$ cat config.mk
export PLATFORM = sky130hd
export DESIGN_NAME = collatz_iterator
export DESIGN_NICKNAME = d
export VERILOG_FILES = /design/src/rtl/collatz_pkg.sv /design/src/rtl/collatz_step.sv /design/src/rtl/collatz_iterator.sv
export SDC_FILE = /design/constraint.sdc
export NUM_CORES = 1
export LEC_CHECK = 0
export CAP_MARGIN = 10
export CELL_PAD_IN_SITES_DETAIL_PLACEMENT = 1
export CELL_PAD_IN_SITES_GLOBAL_PLACEMENT = 1
export CORE_MARGIN = 1.5
export CORE_UTILIZATION = 37
export DETAILED_ROUTE_END_ITERATION = 7
export PLACE_DENSITY = 0.78
export SLEW_MARGIN = 20
export SYNTH_ARGS = -nofsm -noshare
export SYNTH_HDL_FRONTEND = slang
export SYNTH_HIERARCHICAL = 1
export SYNTH_SLANG_ARGS = --single-unit
$ cat constraint.sdc
create_clock -name clk -period 3.1 [get_ports clk]
set_input_delay 0.31 -clock clk [delete_from_list [all_inputs] [get_ports clk]]
set_output_delay 0.31 -clock clk [all_outputs]
set_load 0.02 [all_outputs]
$ cat src/rtl/collatz_pkg.sv
// +------------------------------------------------------------------+
// | collatz_pkg : shared state codes and error codes for the Collatz |
// | iterator.                                                         |
// | Revision   : 1.0                                                  |
// +------------------------------------------------------------------+
`default_nettype none

package collatz_pkg;

   typedef logic [1:0] state_t;

   localparam state_t ST_IDLE = 2'd0;
   localparam state_t ST_RUN  = 2'd1;
   localparam state_t ST_DONE = 2'd2;

   localparam logic [1:0] ERR_OK   = 2'b00;
   localparam logic [1:0] ERR_ZERO = 2'b01;
   localparam logic [1:0] ERR_OVF  = 2'b10;
   localparam logic [1:0] ERR_SAT  = 2'b11;

endpackage

`default_nettype wire

$ cat src/rtl/collatz_step.sv
// +------------------------------------------------------------------+
// | collatz_step : one combinational Collatz step with overflow flag. |
// | Revision     : 1.0                                                |
// +------------------------------------------------------------------+
`default_nettype none

module collatz_step #(
   parameter int WIDTH = 16
) (
   input  logic [WIDTH-1:0] cur,
   output logic [WIDTH-1:0] next,
   output logic             ovf
);

   logic [WIDTH+1:0] w_ext;
   logic [WIDTH+1:0] w_tri;

   // 3n+1 is formed two bits wider so any carry out of WIDTH is visible.
   assign w_ext = {2'b00, cur};
   assign w_tri = (w_ext << 1) + w_ext + {{(WIDTH+1){1'b0}}, 1'b1};

   assign next = cur[0] ? w_tri[WIDTH-1:0] : (cur >> 1);
   assign ovf  = cur[0] & (|w_tri[WIDTH+1:WIDTH]);

endmodule

`default_nettype wire

$ cat src/rtl/collatz_iterator.sv
// +------------------------------------------------------------------+
// | collatz_iterator : runs Collatz steps from a start value to 1 and |
// | reports stopping time, peak value and error code.                 |
// | Optional peak tracking is built when COLLATZ_PEAK_EN is defined.  |
// | Revision         : 1.0                                            |
// +------------------------------------------------------------------+
`default_nettype none

module collatz_iterator
   import collatz_pkg::*;
#(
   parameter int WIDTH = 16,
   parameter int CNT_W = 8
) (
   input  logic             clk,
   input  logic             rst,
   input  logic             start_valid,
   output logic             start_ready,
   input  logic [WIDTH-1:0] start_value,
   output logic             res_valid,
   input  logic             res_ready,
   output logic [CNT_W-1:0] res_steps,
   output logic [WIDTH-1:0] res_peak,
   output logic [1:0]       res_err,
   output logic             busy
);

   localparam logic [CNT_W-1:0] c_STEPS_MAX = '1;
   localparam logic [CNT_W-1:0] c_STEP_ONE  = CNT_W'(1);
   localparam logic [WIDTH-1:0] c_CUR_ONE   = WIDTH'(1);

   state_t           state_q, state_d;
   logic [WIDTH-1:0] cur_q,   cur_d;
   logic [CNT_W-1:0] steps_q, steps_d;
   logic [1:0]       err_q,   err_d;

   logic [WIDTH-1:0] w_next;
   logic             w_ovf;
   logic             w_accept;
   logic             w_advance;

   collatz_step #(
      .WIDTH (WIDTH)
   ) u_step (
      .cur  (cur_q),
      .next (w_next),
      .ovf  (w_ovf)
   );

   assign w_accept  = (state_q == ST_IDLE) && start_valid;
   assign w_advance = (state_q == ST_RUN) && (cur_q != c_CUR_ONE) && (cur_q != '0)
                      && (steps_q != c_STEPS_MAX) && !w_ovf;

   always_comb begin
      state_d = state_q;
      cur_d   = cur_q;
      steps_d = steps_q;
      err_d   = err_q;
      case (state_q)
         ST_IDLE: begin
            if (start_valid) begin
               cur_d   = start_value;
               steps_d = '0;
               err_d   = ERR_OK;
               state_d = ST_RUN;
            end
         end
         ST_RUN: begin
            if (cur_q == c_CUR_ONE) begin
               err_d   = ERR_OK;
               state_d = ST_DONE;
            end else if (cur_q == '0) begin
               err_d   = ERR_ZERO;
               steps_d = '0;
               state_d = ST_DONE;
            end else if (steps_q == c_STEPS_MAX) begin
               err_d   = ERR_SAT;
               state_d = ST_DONE;
            end else if (w_ovf) begin
               // Overflowing step is not applied; cur/steps/peak keep their last good values.
               err_d   = ERR_OVF;
               state_d = ST_DONE;
            end else begin
               cur_d   = w_next;
               steps_d = steps_q + c_STEP_ONE;
            end
         end
         ST_DONE: begin
            if (res_ready) begin
               state_d = ST_IDLE;
            end
         end
         default: begin
            state_d = ST_IDLE;
         end
      endcase
   end

   always_ff @(posedge clk or posedge rst) begin
      if (rst) begin
         state_q <= ST_IDLE;
         cur_q   <= '0;
         steps_q <= '0;
         err_q   <= ERR_OK;
      end else begin
         state_q <= state_d;
         cur_q   <= cur_d;
         steps_q <= steps_d;
         err_q   <= err_d;
      end
   end

`ifdef COLLATZ_PEAK_EN
   logic [WIDTH-1:0] peak_q, peak_d;

   always_comb begin
      peak_d = peak_q;
      if (w_accept) begin
         peak_d = start_value;
      end else if (w_advance && (w_next > peak_q)) begin
         peak_d = w_next;
      end
   end

   always_ff @(posedge clk or posedge rst) begin
      if (rst) begin
         peak_q <= '0;
      end else begin
         peak_q <= peak_d;
      end
   end

   assign res_peak = peak_q;
`else
   logic w_unused_peak;
   assign w_unused_peak = w_accept ^ w_advance;
   assign res_peak      = '0;
`endif

   assign start_ready = (state_q == ST_IDLE);
   assign res_valid   = (state_q == ST_DONE);
   assign busy        = (state_q == ST_RUN);
   assign res_steps   = steps_q;
   assign res_err     = err_q;

endmodule

`default_nettype wire

==> results of run 1 <==
final timing paths:
kind,slack (ns),to,depth (start not counted),from
min in group clk,0.56,res_steps[5],1,res_steps[5]
max,0.14,cur_q[10],9,cur_q[5]
min reg2reg,0.56,res_steps[5],1,res_steps[5]
max reg2reg,0.14,cur_q[10],9,cur_q[5]
max in group asynchronous,2.41,cur_q[7],3,rst
min,0.40,cur_q[12],3,rst
registers in the layout (all words and copies together) (netlist names):
name	count
cur_q	16
res_steps	8
res_err	2
state_q	2
final cells by class:
class / instances / area (µm²) / area share, %
sequential: 28 / 701 / 20.1
clock buffer: 3 / 41.3 / 1.18
tap: 102 / 128 / 3.66
timing repair buffer: 47 / 445 / 12.8
multi-input combinational: 307 / 2090 / 59.8
clock inverter: 1 / 30.0 / 0.861
inverter: 15 / 56.3 / 1.61
cell families (layout without fill, tap and decap cells):
group           Yosys count  count (layout)  share of synthesized area [%]
buf+inv                  46              66                           9.17
mux                      21              21                           9.05
fa+ha+maj                21              21                           9.05
flops                    28              28                           23.5
other cells               1              16                          0.126
compound gates           98              98                           23.5
xor+xnor                  5               5                           1.47
simple gates            146             146                           24.1
power breakdown:
group | switching (µW) | internal (µW) | total (µW)
logic | 1950 | 1600 | 3550
clock network | 131 | 173 | 304
registers | 243 | 526 | 769
total | 2320 | 2300 | 4620
through the flow:
step / worst slack (ns) / instance area [µm²] / instances / util [%] / hold slack, ns
2_1_floorplan: 0.0544 / 3060 / 381 / - / 0.375
3_3_place_gp: 0.186 / 3400 / 499 / 43.8 / 0.516
3_5_place_dp: 0.0871 / 3400 / 499 / 43.8 / 0.528
4_1_cts: 0.0617 / 3480 / 503 / 44.7 / 0.435
5_1_grt: 0.00797 / 3490 / 503 / 44.9 / 0.452
6_report: 0.138 / 3490 / 503 / 44.9 / 0.405
layout by cell type (no fill, tap or decap), types with 7 or more instances in the layout:
cell type / n
dfrtp_1: 28
nand2_1: 78
inv_1: 14
nand3_1: 8
mux2_4: 9
nor2_1: 14
conb_1: 16
clkdlybuf4s50_1: 32
a21oi_1: 20
ha_1: 18
nor3_1: 7
mux2_2: 12
buf_4: 14
o21a_1: 7
o21ai_0: 21
layer usage:
layer / track usage, % / up-vias / share of wire [%]
li1: - / 1368 / -
met1: 29.6 / 1368 / 50
met2: 34.0 / 46 / 46
met3: 1.89 / 8 / 2.5
met4: 5.30 / 0 / 1.7
met5: 0 / - / 0
critical path, stage by stage, from the launching register on:
cell and delay (ns):
dfrtp_1 0.49, ha_2 0.37, a211o_1 0.28, and3_1 0.20, o21a_1 0.25, o22ai_1 0.17
o22ai_2 0.17, a221oi_4 0.37, buf_4 0.24, mux2_4 0.31
repair_timing:
action,CTS,global route
resized for setup,0,4
hold endpoints to repair,0,0
setup endpoints to repair,0,20
hold buffers,0,0
==> metrics.md, run 1 <==
| Metric | Value |
|---|---|
| Area grow syn2layout | `16.8%` |
| CP max FO | `8` |
| Status | `complete, no violations` |
| Mapped Cells | `366` |
| Clk_lat worst skew | `0.28 ns` |
| FMAX | `0.338 GHz` |
| Number of filler cells placed in the layout | `961` |
| Setup bufs post-CTS | `0` |
| Top post-synthesis cells by count | `nand2_1 (78), dfrtp_1 (28), o21ai_0 (21)` |
| Setup TNS | `0 ns` |
| Routed len/inst | `17.5 µm` |
| Total track usage | `20.9%` |
| Most numerous cell in the Yosys netlist | `nand2_1` |
| Initial core utilization | `38.5%` |
| Hold Vio Cnt, Final | `0` |
| Clk buf depth | `2` |
| Layout cells sized above 1 | `15.2%` |
| First-pass GRT wire length | `14400 µm` |
| DRC | `0` |
| Sequential fraction of the synthesis area | `23.5%` |
| Final Slew Violations | `0` |
| Data arrival, critical path | `3.14 ns` |
| Site row count | `32` |
| Iter 0 DRT Violations | `136` |
| Worst IR Drop VDD | `0.758 mV` |
| Total wire length | `8810 µm` |
| Routed vias/inst | `5.55` |
| I/O pin count | `49` |
| Setup Skew | `0.00493 ns` |
| H-Tree Level Count | `1` |
| Largest cells by area after synthesis | `dfrtp_1 (23%), nand2_1 (9.8%), ha_1 (8.4%)` |
| Root Driver | `clkbuf_8` |
| Type of the most critical hold path | `in2async` |
| Kind of capture point of the worst setup path | `flop` |
| Post-synth EDFFs | `0` |
| Max Cap Viol | `0` |
| Ant. Diodes | `0` |
| Min cycle time layout | `2.96 ns` |
| Drt pass-1 iters | `4` |
| DIE WIDTH | `92.8 µm` |
| Mapped Avg Cell Area | `8.16 µm²` |
| Clock slew at reported path FFs | `0.11 ns` |
| Hpwl dp | `6810 µm` |
| Initial antenna violation count | `0` |
| Number of global-route vias before repair | `2846` |
| Core Region | `7770 µm²` |
| Synth cell types | `69` |
| CP Class | `reg2reg` |
| Top FF cell, synth | `dfrtp_1` |
| Yosys warns | `6` |
| Die Y | `92.8 µm` |
| CTS Buf Count | `3` |
| Worst slew margin | `64.8%` |
| CTS tree | `yes` |
| Final setup fails | `0` |
| Slew of the pin with the lowest slew margin | `0.526 ns` |
| DIE AREA | `8620 µm²` |
| Routed Antenna Nets | `0` |
| Clk sinks | `28` |
| Tcrit/Tclk final | `95.5%` |
| RSZ-0062 raised after global routing | `no` |
| Global route total overflow | `0` |
| Critical path required time | `3.28 ns` |
| Yosys reg bits | `28` |
| Largest net degree at the start of global routing | `29` |
| Post-synth top area share | `23.5%` |
| # nets final | `443` |
| Final GP Congestion | `0.906` |
| Critical path launch point type | `flop` |
| IO buf count | `32` |
| Asr flop ratio synth | `100%` |
| Mapped Area | `2990 µm²` |
| Pwr Density | `1320 nW/µm²` |
| P_leak | `0.00157 µW` |
| Tot Pwr | `4620 µW` |
| Area leader, netlist | `dfrtp_1` |
| Vias | `2790` |
(Power assumes the default switching activity.)
==> inputs of run 2 (changes only) <==
--- a/config.mk
+++ b/config.mk
@@ -11,7 +11,7 @@
 export CORE_MARGIN = 1.5
 export CORE_UTILIZATION = 37
 export DETAILED_ROUTE_END_ITERATION = 7
-export PLACE_DENSITY = 0.78
+export PLACE_DENSITY = 0.83
 export SLEW_MARGIN = 20
 export SYNTH_ARGS = -nofsm -noshare
 export SYNTH_HDL_FRONTEND = slang
==> run 2 against run 1 <==
  * Via count is 4.0% higher
  * Clock power hardly changed
  * Cell count stayed put
  * Critical endpoint is now cur_q[14]
  * Largest power group unchanged
==> metrics.md, run 2 (same netlist as run 1, synthesis figures left out) <==
| Metric | Value |
|---|---|
| Tcrit/Tclk final | `96.6% (was 95.5%)` |
| Site row count | `32 (unchanged)` |
| Clk buf depth | `2 (unchanged)` |
| P_leak | `0.00156 µW (was 0.00157 µW)` |
| Global route total overflow | `0 (unchanged)` |
| Commonest non-fill, non-tap cell in the layout | `nand2_1 (unchanged)` |
| Clock slew at reported path FFs | `0.10 ns (was 0.11 ns)` |
| Type of the most critical hold path | `in2async (unchanged)` |
| Clk sinks | `28 (unchanged)` |
| First-pass GRT wire length | `15000 µm (was 14400 µm)` |
| Non-Filler Instances | `503 (unchanged)` |
| Min cycle time layout | `2.99 ns (was 2.96 ns)` |
| Layout cells sized above 1 | `18.2% (was 15.2%)` |
| Worst IR Drop VDD | `0.811 mV (was 0.758 mV)` |
| FMAX | `0.334 GHz (was 0.338 GHz)` |
| DIE AREA | `8620 µm² (unchanged)` |
| Final setup fails | `0 (unchanged)` |
| Worst slew margin | `59.8% (was 64.8%)` |
| Kind of capture point of the worst setup path | `flop (unchanged)` |
| RSZ-0062 raised after global routing | `yes (was no)` |
| Setup TNS | `0 ns (unchanged)` |
| H-Tree Level Count | `1 (unchanged)` |
| Number of global-route vias before repair | `2932 (was 2846)` |
| DRC | `0 (unchanged)` |
| IO buf count | `32 (unchanged)` |
| Max Cap Viol | `0 (unchanged)` |
| Slew of the pin with the lowest slew margin | `0.598 ns (was 0.526 ns)` |
| Clk_lat worst skew | `0.28 ns (about the same)` |
| Iter 0 DRT Violations | `202 (was 136)` |
| Hold Vio Cnt, Final | `0 (unchanged)` |
| I/O pin count | `49 (unchanged)` |
| Root Driver | `clkbuf_8 (unchanged)` |
| Tot Pwr | `4810 µW (was 4620 µW)` |
| Pwr Density | `1360 nW/µm² (was 1320 nW/µm²)` |
| Cts hold-fix bufs | `0 (unchanged)` |
| Setup Skew | `0.00508 ns (was 0.00493 ns)` |
| # nets final | `443 (unchanged)` |
| Routed vias/inst | `5.77 (was 5.55)` |
| Routed len/inst | `18.8 µm (was 17.5 µm)` |
| Final Hold Slack | `0.396 ns (was 0.405 ns)` |
| Final GP Congestion | `0.878 (was 0.906)` |
| CP max FO | `11 (was 8)` |
| Commonest cells after routing, fill and taps aside | `nand2_1 (78), clkdlybuf4s50_1 (32), dfrtp_1 (26), o21ai_0 (21), a21oi_1 (18) (was nand2_1 (78), clkdlybuf4s50_1 (32), dfrtp_1 (28), o21ai_0 (21), a21oi_1 (20))` |
| Hpwl dp | `7090 µm (was 6810 µm)` |
| Critical path launch point type | `flop (unchanged)` |
| Routed Antenna Nets | `0 (unchanged)` |
| Total wire length | `9480 µm (was 8810 µm)` |
| Data arrival, critical path | `3.17 ns (was 3.14 ns)` |
| DIE WIDTH | `92.8 µm (unchanged)` |
| Vias | `2902 (was 2790)` |
| CP Class | `reg2reg (unchanged)` |
| Drt pass-1 iters | `4 (unchanged)` |
| Ant. Diodes | `0 (unchanged)` |
| Core Region | `7770 µm² (unchanged)` |
| Initial antenna violation count | `0 (unchanged)` |
| Largest register FFs | `16 (unchanged)` |
| Die Y | `92.8 µm (unchanged)` |
| Status | `complete, no violations (unchanged)` |
| Reg with most FFs | `cur_q (unchanged)` |
| Largest net degree at the start of global routing | `29 (unchanged)` |
| CTS Buf Count | `3 (unchanged)` |
| Cells after DPL | `498 (was 499)` |
| Area grow syn2layout | `18.6% (was 16.8%)` |
| Total track usage | `21.9% (was 20.9%)` |
| Critical path required time | `3.27 ns (was 3.28 ns)` |
| CTS tree | `yes (unchanged)` |
| Initial core utilization | `38.5% (unchanged)` |
| Final Slew Violations | `0 (unchanged)` |
run 2: cell types whose count changed in the layout (fill, tap and decap cells not counted), moves of 2 or more:
cell,delta
ha_1,-5
ha_4,+2
a21oi_2,+2
dfrtp_1,-2
ha_2,+3
dfrtp_2,+2
a21oi_1,-2
run 2: path summary, 6_finish.rpt:
check / from / end / slack, ns / cells past startpoint
max reg2reg: cur_q[7] / cur_q[14] / 0.11 / 9
max: cur_q[7] / cur_q[14] / 0.11 / 9
min: rst / cur_q[9] / 0.40 / 3
min reg2reg: res_err[0] / res_err[0] / 0.54 / 2
min in group clk: res_err[0] / res_err[0] / 0.54 / 2
max in group asynchronous: rst / cur_q[8] / 2.42 / 3
run 2: per-stage QoR:
stage,area (µm²),util (%),worst slack (ns)
global route,3540,45.6,-0.0382
CTS,3460,44.6,0.0446
finish,3540,45.6,0.106
detailed placement,3380,43.6,0.0213
floorplan,3060,-,0.0544
global placement,3380,43.6,0.142
run 2: critical path, cell delays in order (launching register included):
cell,delay [ns]
dfrtp_1,0.48
ha_1,0.32
a21oi_1,0.28
o21a_1,0.28
nor2_1,0.09
nor4b_2,0.30
o22ai_2,0.20
a221oi_4,0.33
buf_4,0.25
mux2_2,0.36
run 2: repair_timing:
action / in CTS / in global routing
pin swaps: 0 / 2
setup buffers: 0 / 1
resized for setup: 1 / 18
setup endpoints to repair: 1 / 24
run 2: final cells by class:
type | instances | area (µm²)
clock buffers | 3 | 41.3
multi-input cells | 307 | 2150
fillers | 947 | 4220
repair buffers | 47 | 433
inverters | 15 | 56.3
clock inverters | 1 | 30.0
well taps | 102 | 128
flip-flops and latches | 28 | 703
run 2: metal layers:
| layer | vias to the layer above | wire, µm | share of wire, % | global-route usage, % |
|---|---|---|---|---|
| li1 | 1371 | - | - | - |
| met1 | 1453 | 4360 | 46 | 29.2 |
| met2 | 66 | 4730 | 50 | 37.7 |
| met3 | 12 | 275 | 2.9 | 2.55 |
| met4 | 0 | 119 | 1.3 | 4.92 |
| met5 | - | 0 | 0 | 0 |
run 2: report_power, final:
group          switching (µW)  internal [µW]  total (µW)
sequential                269            528         797
combinational            2050           1660        3710
clock                     128            173         301
==> inputs of run 3 (changes only) <==
--- a/config.mk
+++ b/config.mk
@@ -11,6 +11,7 @@
 export CORE_MARGIN = 1.5
 export CORE_UTILIZATION = 37
 export DETAILED_ROUTE_END_ITERATION = 7
+export HOLD_SLACK_MARGIN = 0.06
 export PLACE_DENSITY = 0.83
 export SLEW_MARGIN = 20
 export SYNTH_ARGS = -nofsm -noshare
==> results of run 3 <==
Final layout, timing and power as in run 2 (identical DEF).
==> patch 1, RTL diff (flow settings as in run 3) <==
Set the parameter `CNT_W` to 6 (it was 8).
--- a/src/rtl/collatz_iterator.sv
+++ b/src/rtl/collatz_iterator.sv
@@ -10,7 +10,7 @@
    import collatz_pkg::*;
 #(
    parameter int WIDTH = 16,
-   parameter int CNT_W = 8
+   parameter int CNT_W = 6
 ) (
    input  logic             clk,
    input  logic             rst,
Ports: changed (resized res_steps); port bits go from 49 to 47. The function was not compared with the original's and may differ.
==> patch 1 against run 3 <==
- non-clock buffer count is 5 lower
- setup slack better by 34 ps
- critical path depth is 1 higher
- synthesized area is 5.6% lower
- critical endpoint is now cur_q[12]
- routed wire length is 15% lower
- sequential cell count is 2 lower
- final area is 5.6% lower
Power is not shown: default switching activity piles up to over one toggle a cycle in this logic, so the estimate is an artifact.
==> patch 1: results (changes against run 3) <==
STA
  • Fin Clk Skew: 3.02 ps (-2.07 ps)
  • Slew margin rel.: 33.7% (-26 points)

Min path
  • Cells on Worst Hold Path: 1
  • Worst hold path class: flop to flop

Critical path
  • CP max stage delay: 480 ps (about the same)
  • Worst Path Max Fanout: 17 (+6)
  • CP max stage cell: dfrtp_2
  • Top delay family on crit path: compound AO/OA/AOI/OAI gates
  • R2R depth: 10 (+1)
  • Crit path arrival time: 3120 ps (-50 ps)

Placement
  • Placed cell count: 442 (-11%)
  • Port bufs: 30 (-6.3%)
  • Routability cong.: 0.838 (-4.6%)
  • Post-DP HPWL: 6400 um (-9.7%)

Synthesis
  • Mapped Cells: 314 (-14%)
  • Sequential area share after synthesis: 23.1% (-0.38 points)
  • Synth cell types: 67 (-2.9%)
  • Top cells by count, synth: nand2_1, dfrtp_1, mux2_2
  • Syn. warnings: 6 (unchanged)
  • Area contributors post-synth: dfrtp_1, ha_1, mux2_2, mux2_1, buf_4

Drt
  • Final wirelength: 8090 um (-15%)
  • Vias: 2545 (-12%)
  • Starting DRT DRC Count: 122 (-40%)

Layout
  • Share of layout cells above drive strength 1: 19.0% (+0.82 points)
  • Largest register FFs: 16 (unchanged)
  • Top reg by flops: cur_q
  • Inserted Diodes: 0 (unchanged)
  • Total Nets Final: 389 (-12%)
  • Fillers: 848 (-10%)
  • Cell Count, Final, Fillers Out: 446 (-11%)

CTS
  • Worst-Skew Late Latency: 270 ps
  • H-Tree Depth: 1 (unchanged)
  • Maximum clock path buffer count: 2 (unchanged)
  • CTS clk-pin slew, worst paths: roughly 90 ps
  • Root Driver: clkbuf_8
  • CTS Buf Count: 3 (unchanged)

Global routing
  • First-pass GRT wire length: 13300 um (-11%)
  • Pin count of the biggest net entering global routing: 27 (-6.9%)
  • Antenna violations before repair: 0 (unchanged)
  • GRT Total Usage: 20.1% (-1.8 points)
  • Vias in the first global route: 2628 (-10%)

Run status
  • Run status: finished clean
[patch 1: stage by stage]
step / TNS (ps) / area (sq um) / setup WS, ps / utilization (%)
global placement: 0 / 3220 / 56.9 / 43.9
global route: 0 / 3340 / 15.0 / 45.6
CTS: 0 / 3290 / 43.3 / 44.8
finish: 0 / 3340 / 141 / 45.6
detailed placement: -237 / 3220 / -26.7 / 43.9
floorplan: 0 / 2890 / 45.8 / -
[patch 1: kinds of logic after synthesis]
group / synth area share (%)
xor+xnor: 1.55
buf+inv: 9.41
flops: 23.1
mux: 15.1
simple gates: 16.9
fa+ha+maj: 9.59
compound gates: 24.2
other cells: 0.133
[patch 1: area by class of cell]
| cell class | instances | area share [%] |
|---|---|---|
| well taps | 99 | 3.70 |
| flip-flops and latches | 26 | 19.5 |
| multi-input cells | 255 | 60.8 |
| clock buffers | 4 | 1.65 |
| inverters | 20 | 2.24 |
| repair buffers | 42 | 12.0 |
[patch 1: layer usage]
layer | part of all wire (%) | vias to the layer above | GRT usage [%]
met1 | 46 | 1268 | 26.3
met3 | 2.2 | 12 | 1.60
met2 | 50 | 47 | 35.2
met5 | 0 | - | 0
li1 | - | 1218 | -
met4 | 2.0 | 0 | 5.95
[patch 1: path summary, 6_finish.rpt]
kind                             from  slack [ps]         end
min in group asynchronous         rst         570  state_q[1]
min reg2reg                res_err[1]         550  res_err[1]
max in group asynchronous         rst        1860   cur_q[11]
max reg2reg                 cur_q[11]         140   cur_q[12]
max                         cur_q[11]         140   cur_q[12]
min                        res_err[1]         550  res_err[1]
[patch 1: what timing repair did]
item	CTS	global route
gates resized for setup	3	11
pin swaps	0	0
endpoints found under the setup margin	16	20
==> patch 2, RTL diff (flow settings as in run 3) <==
Without the edit above. Register the output `res_err` once more, cleared by the reset; this adds one clock of latency there. The other outputs are not delayed to match.
--- a/src/rtl/collatz_iterator.sv
+++ b/src/rtl/collatz_iterator.sv
@@ -141,7 +141,13 @@
    assign res_valid   = (state_q == ST_DONE);
    assign busy        = (state_q == ST_RUN);
    assign res_steps   = steps_q;
-   assign res_err     = err_q;
+   always_ff @(posedge clk or posedge rst) begin
+      if (rst) begin
+         res_err <= '0;
+      end else begin
+         res_err <= err_q;
+      end
+   end
 
 endmodule
 
Function: changed (a bounded check fails within 4 cycles, from zero or initial values and one cycle with rst high).
==> patch 2 against run 3 <==
- sequential share of layout area grew 0.87 points
- combinational power decreased by 3%
- sequential cell count is 2 higher
- setup slack improved by 44 ps
- power down 1.8%
- via count decreased by 0.55%
- clock skew increased by 3.0 ps
- sequential power up 1%
- routed wire length fell by 1.8%
- synthesized area grew 1.2%
- first-iteration DRC count down 24%
- final area rose by 2.6%
- global-route usage increased by 0.27 points
- critical path type unchanged
- critical endpoint is now res_steps[7]
- largest power group unchanged
- highest routed layer unchanged
==> patch 2: results (changes against run 3) <==
Run status
  • Run status: finished clean

Layout
  • Top reg by flops: cur_q
  • Multi-input gate area: 2100 sq um (-2.3%)
  • Largest register FFs: 16 (unchanged)
  • Total Nets Final: 455 (+2.7%)
  • Share of layout cells above drive strength 1: 18.3% (+0.11 points)
  • Fillers: 944 (-0.32%)

Critical path
  • Worst Path Max Fanout: 9 (-2)
  • R2R setup slack: 150 ps (+40 ps)
  • CP max stage delay: 470 ps
  • Crit path arrival time: 3120 ps (-50 ps)
  • CP max stage cell: ha_1

Global routing
  • GRT Total Usage: 22.1% (+0.27 points)
  • Antenna violations before repair: 0 (unchanged)
  • First-pass GRT wire length: 15200 um (+1.5%)
  • Pin count of the biggest net entering global routing: 31 (+6.9%)
  • Vias in the first global route: 3092 (+5.5%)

Synthesis
  • Post-synthesis compound-gate area fraction: 23.9% (+0.35 points)
  • Syn. warnings: 6 (unchanged)
  • Asr flop ratio synth: 100% (unchanged)
  • Synth cell types: 67 (-2.9%)
  • Predominant post-synthesis flop cell: dfrtp_1
  • Area contributors post-synth: dfrtp_1, nand2_1, ha_1, mux2_2, mux2_4
  • Post-synthesis adder-cell area fraction: 8.94% (-0.10 points)
  • Top cells by count, synth: nand2_1, dfrtp_1, a21oi_1
  • Mux cell area share after synthesis: 9.32% (+0.27 points)
  • Sequential area share after synthesis: 24.8% (+1.4 points)
  • Post-synthesis xor/xnor area fraction: 1.45% (-0.017 points)

Drt
  • Vias: 2886 (-0.55%)
  • Avg WL per Cell: 18.0 um (-4.5%)
  • Pre-antenna DRT Iters: 4 (unchanged)
  • Starting DRT DRC Count: 153 (-24%)

STA
  • Slew of the pin with the lowest slew margin: 637 ps (+39.2 ps)
  • Fin Clk Skew: 8.08 ps (+3.00 ps)

CTS
  • Root Driver: clkbuf_8
  • H-Tree Depth: 2 (+1)
  • Maximum clock path buffer count: 2 (unchanged)
  • CTS clk-pin slew, worst paths: 70 ps (-30 ps)
  • CTS Buf Count: 5 (+2)

Placement
  • Routability cong.: 0.864 (-1.7%)
  • Post-DP HPWL: 7350 um (+3.8%)

Pwr
  • Peak supply drop: 0.485 mV (-40%)
  • Leak: 1.67 nW (+7.3%)

Min path
  • Worst hold path class: flop to flop
-- patch 2: changes by cell type after synthesis, sizes merged, moves of 2 or more --
cell	delta
a211oi	-4
a21oi	+4
a31oi	+6
and2	+2
and3	+2
dfrtp	+2
nand2	+3
nand3	-3
nor3	-3
o21ai	-7
or2	+2
or4	-5
-- patch 2: kinds of logic (layout without fill, tap and decap cells) --
logic type	Yosys count	in the layout
simple gates	143	143
fa+ha+maj	21	21
compound gates	98	98
other cells	1	16
flops	30	30
xor+xnor	5	5
buf+inv	46	80
mux	22	22
-- patch 2: cell type report --
| cell class | instances | area share, % |
|---|---|---|
| multi-input cells | 305 | 57.8 |
| flip-flops and latches | 30 | 20.7 |
| repair buffers | 57 | 14.2 |
| well taps | 102 | 3.51 |
| clock buffers | 8 | 2.20 |
| inverters | 15 | 1.55 |
-- patch 2: worst max-delay path, delay by kind of cell (launching register included) --
kind	cells	cell delay, ps
AO/OA/AOI/OAI	7	1510
AND/OR/NAND/NOR	2	400
flip-flops	1	460
adder cells (fa/ha/maj)	1	470
-- patch 2: through the flow --
step	instances	TNS (ps)	cell area [sq um]	hold WS (ps)	setup WS (ps)
floorplan	381	0	3090	348	3.10
global placement	509	0	3500	360	36.5
detailed placement	509	-5.87	3500	380	-5.87
CTS	517	0	3590	394	76.5
global route	517	0	3640	403	13.4
finish	517	0	3640	386	151
-- patch 2: final timing paths --
kind                               start      endpoint  depth (start not counted)
worst min register to register  err_q[0]    res_err[0]                          0
worst max register to register  cur_q[5]  res_steps[7]                         10
worst min-delay path            err_q[0]    res_err[0]                          0
max in group asynchronous            rst      cur_q[0]                          3
worst max-delay path            cur_q[5]  res_steps[7]                         10
min in group asynchronous            rst     cur_q[14]                          3
-- patch 2: repair_timing --
| item | CTS | global route |
|---|---|---|
| hold endpoints to repair | 0 | 0 |
| pin swaps | 0 | 1 |
| setup endpoints to repair | 1 | 25 |
| setup buffers | 0 | 0 |
| cloned | 0 | 0 |
| resized for setup | 1 | 11 |
-- patch 2: routing by layer --
metal | global-route usage, % | vias up | routed length, um
li1 | - | 1386 | -
met1 | 28.3 | 1420 | 4280
met2 | 37.9 | 62 | 4490
met3 | 3.09 | 18 | 316
met4 | 7.70 | 0 | 224
met5 | 0 | - | 0
-- patch 2: report_power, final --
part,switching [mW],total [mW],internal (mW)
Clock,0.150,0.309,0.159
Combinational,1.97,3.61,1.63
Sequential,0.246,0.806,0.561
Total,2.37,4.72,2.35
